==> config.mk <==
export PLATFORM = sky130hd
export DESIGN_NAME = alu_issue_ctrl_flat
export DESIGN_NICKNAME = d
export VERILOG_FILES = /design/src/rtl/alu_issue_ctrl_pkg.sv /design/src/rtl/alu_issue_ctrl_if.sv /design/src/rtl/alu_issue_ctrl_regfile.sv /design/src/rtl/alu_issue_ctrl.sv /design/src/flat_wrapper.sv
export SDC_FILE = /design/constraint.sdc
export NUM_CORES = 1
export LEC_CHECK = 0
export BUFFER_PORTS_ARGS = -buffer_cell sky130_fd_sc_hd__buf_2
export CORE_ASPECT_RATIO = 1.2
export CORE_MARGIN = 3
export CORE_UTILIZATION = 60
export DETAILED_ROUTE_END_ITERATION = 12
export GPL_ROUTABILITY_DRIVEN = 0
export GPL_TIMING_DRIVEN = 0
export HOLD_SLACK_MARGIN = 0.03
export PLACE_DENSITY = 0.8
export SYNTH_ARGS = -nofsm -noshare
export SYNTH_HDL_FRONTEND = slang
export SYNTH_SLANG_ARGS = --single-unit
==> constraint.sdc <==
create_clock -name clk_i -period 2.5 [get_ports clk_i]
set_input_delay 0.125 -clock clk_i [delete_from_list [all_inputs] [get_ports clk_i]]
set_output_delay 0.125 -clock clk_i [all_outputs]
set_load 0.005 [all_outputs]
==> src/rtl/alu_issue_ctrl_pkg.sv <==
// Shared definitions for the ALU issue controller: function codes, FSM states
// and the instruction field layout with small field-extraction helpers.
package alu_issue_ctrl_pkg;

   typedef enum logic [2:0] {
      FN_ADI = 3'b000,
      FN_ADD = 3'b001,
      FN_SUB = 3'b010,
      FN_AND = 3'b011,
      FN_OR  = 3'b100,
      FN_XOR = 3'b101,
      FN_LSL = 3'b110,
      FN_LSR = 3'b111
   } alu_func_e;

   typedef enum logic [1:0] {
      ST_IDLE = 2'd0,
      ST_READ = 2'd1,
      ST_EXEC = 2'd2,
      ST_WB   = 2'd3
   } state_e;

   localparam int INSTR_W  = 16;
   localparam int NOP_BIT  = 15;
   localparam int FUNC_MSB = 14;
   localparam int FUNC_LSB = 12;
   localparam int RD_MSB   = 11;
   localparam int RD_LSB   = 8;
   localparam int IMM_MSB  = 7;
   localparam int NIB_MSB  = 3;

   function automatic logic instr_is_nop(input logic [INSTR_W-1:0] ins);
      return ins[NOP_BIT];
   endfunction

   function automatic alu_func_e instr_func(input logic [INSTR_W-1:0] ins);
      return alu_func_e'(ins[FUNC_MSB:FUNC_LSB]);
   endfunction

   function automatic logic [3:0] instr_rd(input logic [INSTR_W-1:0] ins);
      return ins[RD_MSB:RD_LSB];
   endfunction

   function automatic logic [7:0] instr_imm(input logic [INSTR_W-1:0] ins);
      return ins[IMM_MSB:0];
   endfunction

   function automatic logic [3:0] instr_nib(input logic [INSTR_W-1:0] ins);
      return ins[NIB_MSB:0];
   endfunction

endpackage

==> src/rtl/alu_issue_ctrl_if.sv <==
// Instruction issue handshake between an instruction producer (master) and
// the issue controller (slave), plus the retire pulse.
interface alu_issue_ctrl_if;
   import alu_issue_ctrl_pkg::*;

   logic [INSTR_W-1:0] instr_i;
   logic               instr_valid_i;
   logic               instr_ready_o;
   logic               done_o;

   modport master (output instr_i, output instr_valid_i, input instr_ready_o, input done_o);
   modport slave  (input instr_i, input instr_valid_i, output instr_ready_o, output done_o);
endinterface

==> src/rtl/alu_issue_ctrl_regfile.sv <==
// 16x8 register file: async-reset clear, two combinational read ports
// (internal operand fetch and debug) and one synchronous write port.
module alu_issue_ctrl_regfile #(
   parameter int         NREGS     = 16,
   parameter logic [7:0] RESET_VAL = 8'h00
) (
   input  logic       clk_i,
   input  logic       rst_ni,
   input  logic       we,
   input  logic [3:0] waddr,
   input  logic [7:0] wdata,
   input  logic [3:0] raddr,
   output logic [7:0] rdata,
   input  logic [3:0] dbg_addr,
   output logic [7:0] dbg_data
);

   logic [7:0] mem [NREGS];

   // Per-entry flops so every register can be cleared by the async reset.
   for (genvar gi = 0; gi < NREGS; gi++) begin : g_reg
      always_ff @(posedge clk_i or negedge rst_ni) begin
         if (!rst_ni) begin
            mem[gi] <= RESET_VAL;
         end else if (we && (waddr == 4'(gi))) begin
            mem[gi] <= wdata;
         end
      end
   end

   assign rdata    = mem[raddr];
   assign dbg_data = mem[dbg_addr];

endmodule

==> src/rtl/alu_issue_ctrl.sv <==
// Multi-cycle execute controller: accepts an instruction, fetches operand B,
// drives the external ALU, captures its result and writes it back.
module alu_issue_ctrl
   import alu_issue_ctrl_pkg::*;
#(
   parameter int         NREGS     = 16,
   parameter logic [7:0] RESET_VAL = 8'h00
) (
   input  logic                  clk_i,
   input  logic                  rst_ni,
   alu_issue_ctrl_if.slave       instr_bus,
   output logic [7:0]            alu_a_imm_o,
   output logic [3:0]            alu_a_mem_o,
   output logic [7:0]            alu_b_o,
   output logic [2:0]            alu_func_o,
   input  logic [7:0]            alu_result_i,
   input  logic                  alu_fz_i,
   input  logic                  alu_fc_i,
   output logic                  fz_o,
   output logic                  fc_o,
   input  logic [3:0]            dbg_addr_i,
   output logic [7:0]            dbg_data_o
);

   state_e             state_reg, state_next;
   logic [INSTR_W-1:0] instr_reg;
   logic [7:0]         b_reg, res_reg;
   logic               fz_cand_reg, fc_cand_reg;
   logic               fz_reg, fc_reg;
   logic               wb_write;
   logic [7:0]         rd_data;

   alu_issue_ctrl_regfile #(
      .NREGS     (NREGS),
      .RESET_VAL (RESET_VAL)
   ) u_regfile (
      .clk_i    (clk_i),
      .rst_ni   (rst_ni),
      .we       (wb_write),
      .waddr    (instr_rd(instr_reg)),
      .wdata    (res_reg),
      .raddr    (instr_rd(instr_reg)),
      .rdata    (rd_data),
      .dbg_addr (dbg_addr_i),
      .dbg_data (dbg_data_o)
   );

   always_ff @(posedge clk_i or negedge rst_ni) begin
      if (!rst_ni) begin
         state_reg   <= ST_IDLE;
         instr_reg   <= '0;
         b_reg       <= '0;
         res_reg     <= '0;
         fz_cand_reg <= 1'b0;
         fc_cand_reg <= 1'b0;
         fz_reg      <= 1'b0;
         fc_reg      <= 1'b0;
      end else begin
         state_reg <= state_next;
         if (state_reg == ST_IDLE && instr_bus.instr_valid_i) begin
            instr_reg <= instr_bus.instr_i;
         end
         if (state_reg == ST_READ) begin
            b_reg <= rd_data;
         end
         if (state_reg == ST_EXEC) begin
            res_reg     <= alu_result_i;
            fz_cand_reg <= alu_fz_i;
            fc_cand_reg <= alu_fc_i;
         end
         if (wb_write) begin
            fz_reg <= fz_cand_reg;
            fc_reg <= fc_cand_reg;
         end
      end
   end

   always_comb begin
      state_next              = state_reg;
      instr_bus.instr_ready_o = 1'b0;
      instr_bus.done_o        = 1'b0;
      wb_write                = 1'b0;
      alu_func_o              = '0;
      alu_a_imm_o             = '0;
      alu_a_mem_o             = '0;
      alu_b_o                 = '0;
      // Operand/function lines stay quiet while idle; the ALU picks A itself.
      if (state_reg != ST_IDLE) begin
         alu_func_o  = instr_func(instr_reg);
         alu_a_imm_o = instr_imm(instr_reg);
         alu_a_mem_o = instr_nib(instr_reg);
      end
      case (state_reg)
         ST_IDLE: begin
            instr_bus.instr_ready_o = 1'b1;
            if (instr_bus.instr_valid_i) begin
               state_next = ST_READ;
            end
         end
         ST_READ: state_next = ST_EXEC;
         ST_EXEC: begin
            alu_b_o    = b_reg;
            state_next = ST_WB;
         end
         ST_WB: begin
            instr_bus.done_o = 1'b1;
            wb_write         = !instr_is_nop(instr_reg);
            state_next       = ST_IDLE;
         end
         default: state_next = ST_IDLE;
      endcase
   end

   assign fz_o = fz_reg;
   assign fc_o = fc_reg;

endmodule

==> src/flat_wrapper.sv <==
// flat-port wrapper written by rule: the top's interface ports become plain ports
module alu_issue_ctrl_flat import alu_issue_ctrl_pkg::*;
#(
   parameter int         NREGS     = 16,
   parameter logic [7:0] RESET_VAL = 8'h00
)
  (clk_i, rst_ni, alu_a_imm_o, alu_a_mem_o, alu_b_o, alu_func_o, alu_result_i, alu_fz_i, alu_fc_i, fz_o, fc_o, dbg_addr_i, dbg_data_o, instr_bus_instr_i, instr_bus_instr_valid_i, instr_bus_instr_ready_o, instr_bus_done_o);
  alu_issue_ctrl_if instr_bus_i ();
  input  logic clk_i;
  input  logic rst_ni;
  output logic [7:0] alu_a_imm_o;
  output logic [3:0] alu_a_mem_o;
  output logic [7:0] alu_b_o;
  output logic [2:0] alu_func_o;
  input  logic [7:0] alu_result_i;
  input  logic alu_fz_i;
  input  logic alu_fc_i;
  output logic fz_o;
  output logic fc_o;
  input  logic [3:0] dbg_addr_i;
  output logic [7:0] dbg_data_o;
  input wire logic [$bits(instr_bus_i.instr_i)-1:0] instr_bus_instr_i;
  input wire logic [$bits(instr_bus_i.instr_valid_i)-1:0] instr_bus_instr_valid_i;
  output wire logic [$bits(instr_bus_i.instr_ready_o)-1:0] instr_bus_instr_ready_o;
  output wire logic [$bits(instr_bus_i.done_o)-1:0] instr_bus_done_o;
  assign instr_bus_i.instr_i = instr_bus_instr_i;
  assign instr_bus_i.instr_valid_i = instr_bus_instr_valid_i;
  assign instr_bus_instr_ready_o = instr_bus_i.instr_ready_o;
  assign instr_bus_done_o = instr_bus_i.done_o;
  alu_issue_ctrl #(.NREGS(NREGS), .RESET_VAL(RESET_VAL)) u_core (.clk_i(clk_i), .rst_ni(rst_ni), .instr_bus(instr_bus_i), .alu_a_imm_o(alu_a_imm_o), .alu_a_mem_o(alu_a_mem_o), .alu_b_o(alu_b_o), .alu_func_o(alu_func_o), .alu_result_i(alu_result_i), .alu_fz_i(alu_fz_i), .alu_fc_i(alu_fc_i), .fz_o(fz_o), .fc_o(fc_o), .dbg_addr_i(dbg_addr_i), .dbg_data_o(dbg_data_o));
endmodule
==> reports/qor.txt <==
status: finished clean
Synth top cells by count: 167 x mux2_2, 166 x dfrtp_1, 42 x mux4_2
IO buf count: 64
#FFs+latches synth: 166
Largest register FFs: 128
Clock Tree Root: clkbuf_16
CP endpoint kind: flop
unrepaired setup endpoints after global routing: no
via count of the routed design: 5,787
H-Tree Depth: 4
Critical Path RT: 2820 ps
Post-Syn Nets: 627
setup violators final: 0
cell family with most CP delay: simple AND/OR/NAND/NOR gates
area of the multi-input gates: 4182 sq um
Site Rows: 47
yosys warns: 0
DR pass1 iterations: 7
Place WS: 62.40 ps
Max VDD drop: 0.7622 mV
clk buf depth: 2
fin crit period: 2339 ps
CP max-delay cell: nor2_2
crit path max fanout: 8
DIE WIDTH: 115.3 um
Overflow after GRT: 0
layout cells sized above 1: 46.91%
Setup CP Type: reg -> reg
number of buffers created by CTS: 17
Clock Pin Slew Worst Setup and Hold Paths: 60 ps
crit path cell chain: ha_1 -> nor2b_1 -> nand3_1 -> nor2_2 -> mux2_2
total power: 0.01175 W
fin nets: 737
vias in the first global route: 5,908
skew final: 5.799 ps
startpoint types: flop
Mapped Area: 8602 sq um
initial core utilization: 61.72%
cell accounting for the most synthesized area: dfrtp_1
Die ar.: 15,820 sq um
worst min path class: in -> reg
CORE AREA: 13,940 sq um
# clock sinks: 166
Clk pwr share: 22.0%
actual slew at the worst max-slew pin: 865.5 ps
final setup margin: 160.9 ps
Detail Route Antenna Nets: 0
slowest stage delay, CP: 560 ps
# diodes: 0
number of synthesized flops with an enable pin: 0
internal power: 0.007573 W
clk_lat worst skew: 430 ps
f_max: 427.5 MHz
Primary FF master, synth: dfrtp_1
IO Count: 68
Final Max Slew Viols: 0
dominant cell by count in the synthesized netlist: mux2_2
Pwr per Cell Area: 1173 nW/um^2
Sw Share: 35.57%
routed wire length per instance: 25.09 um
share of the synthesized area in the top cell type: 48.29%
Worst EP arrival: 2660 ps
initial antenna violation count: 0
HPWL Detailed: 15,210 um
Max-Cap Viols: 0
Slew HR: 42.30%
largest net degree at the start of global routing: 93
sequential-to-total area share from yosys stat: 48.29%
Seq pwr share: 38.5%
Area Growth Syn to Fin: 16.54%
Buf+Inv Stages, Crit Path: 0
Net Switching: 0.004181 W
combinational power share: 39.5%
Lkg Pwr: 4.647 nW
Hold Violations, Final: 0
Post-synth ARST share: 100.0%
Fillers: 907
Remaining DRCs: 0
Via density: 6.554
Mean Syn Cell Area: 14.60 sq um
Synth area leaders: dfrtp_1 48%, mux2_2 22%, mux4_2 11%
period utilization: 93.56%
global-route wire length before repair: 34,190 um
initial DRC count: 451
Cell variety after synth: 36
total global-route track usage: 29.51%
CTS tree: yes
synthesized instance count: 589
Reg area: 4154 sq um
die height: 137.2 um
final WL: 22,160 um
-- routing by layer --
layer	GRT usage, %	up-vias	share of wire [%]	wire, um
li1	-	2460	-	-
met1	40.56	2980	41	9121
met2	47.59	292	50	11080
met3	5.307	55	6.1	1347
met4	10.50	0	2.8	612
met5	0	-	0	0
-- power groups by stage --
stage,clock [W],sequential (W),combinational (W)
3_5_place_dp,0,0.00451,0.00451
3_3_place_gp,0,0.00442,0.00437
4_1_cts,0.00261,0.00448,0.00461
5_1_grt,0.00272,0.00462,0.00497
6_report,0.00259,0.00453,0.00464
2_1_floorplan,0,0.00416,0.00331
-- stage by stage --
| stage | util [%] | area, sq um | setup TNS, ps | hold WS (ps) | instances |
|---|---|---|---|---|---|
| 6_report | 71.93 | 10020 | 0 | 38.48 | 883 |
| 5_1_grt | 71.93 | 10020 | 0 | 65.05 | 883 |
| 4_1_cts | 71.91 | 10020 | 0 | 36.60 | 883 |
| 3_5_place_dp | 65.80 | 9170 | 0 | 269.2 | 825 |
| 3_3_place_gp | 65.55 | 9136 | -168810 | 355.3 | 824 |
| 2_1_floorplan | - | 8602 | 0 | -170.6 | 589 |
-- final timing paths --
check	from	endpoint	slack [ps]	cells past startpoint
worst max-delay path	u_core.state_reg[1]$_DFFE_PN0P_	u_core.u_regfile.mem[6]$_DFFE_PN0P_	160	5
worst min-delay path	instr_bus_instr_valid_i	u_core.state_reg[0]$_DFFE_PN0P_	40	3
worst min register to register	u_core.fc_cand_reg$_DFFE_PN0N_	u_core.fc_o$_DFFE_PN0P_	480	2
worst max register to register	u_core.state_reg[1]$_DFFE_PN0P_	u_core.u_regfile.mem[6]$_DFFE_PN0P_	160	5
max in group asynchronous	rst_ni	u_core.u_regfile.mem[27]$_DFFE_PN0P_	1280	3
min in group asynchronous	rst_ni	u_core.u_regfile.mem[34]$_DFFE_PN0P_	360	2
-- placed cells by master, fill, tap and decap left out, types with 5 or more instances in the layout --
cell,instances
mux2_2,167
nor3_1,9
clkbuf_16,17
mux2i_1,16
mux4_1,14
nor2_1,5
nand3_1,10
buf_1,5
a211oi_1,8
buf_4,8
clkbuf_1,20
and2_1,8
nor2b_1,24
buf_2,73
a21oi_1,5
dlygate4sd3_1,27
mux4_2,42
dfrtp_1,166
nand2_1,27
-- worst min-delay path: cells and delay by family --
kind | cells | cell delay [ps]
AOI/OAI and AO/OA | 1 | 150
buffers and inverters | 1 | 90
and+or+nand+nor | 1 | 60
-- what timing repair did --
action / CTS / global route
setup buffers: 0 / 0
setup endpoints to repair: 8 / 1
cloned: 0 / 0
hold buffers: 27 / 0
endpoints found under the hold margin: 117 / 0
resized for setup: 1 / 1
-- kinds of logic after synthesis --
| logic type | Yosys count | share of synthesized area (%) |
|---|---|---|
| fa+ha+maj | 5 | 0.7273 |
| buf+inv | 49 | 3.127 |
| mux | 239 | 39.00 |
| compound gates | 33 | 2.560 |
| simple gates | 97 | 6.298 |
| flops | 166 | 48.29 |
-- cell type report --
type | count | area share [%]
Multi-Input combinational cell | 374 | 41.71
Sequential cell | 166 | 41.44
Timing Repair Buffer | 92 | 6.228
Clock buffer | 21 | 4.593
Buffer | 46 | 2.584
Tap cell | 171 | 2.134
Clock inverter | 11 | 1.236
Inverter | 2 | 0.07489
(Power assumes the default switching activity.)
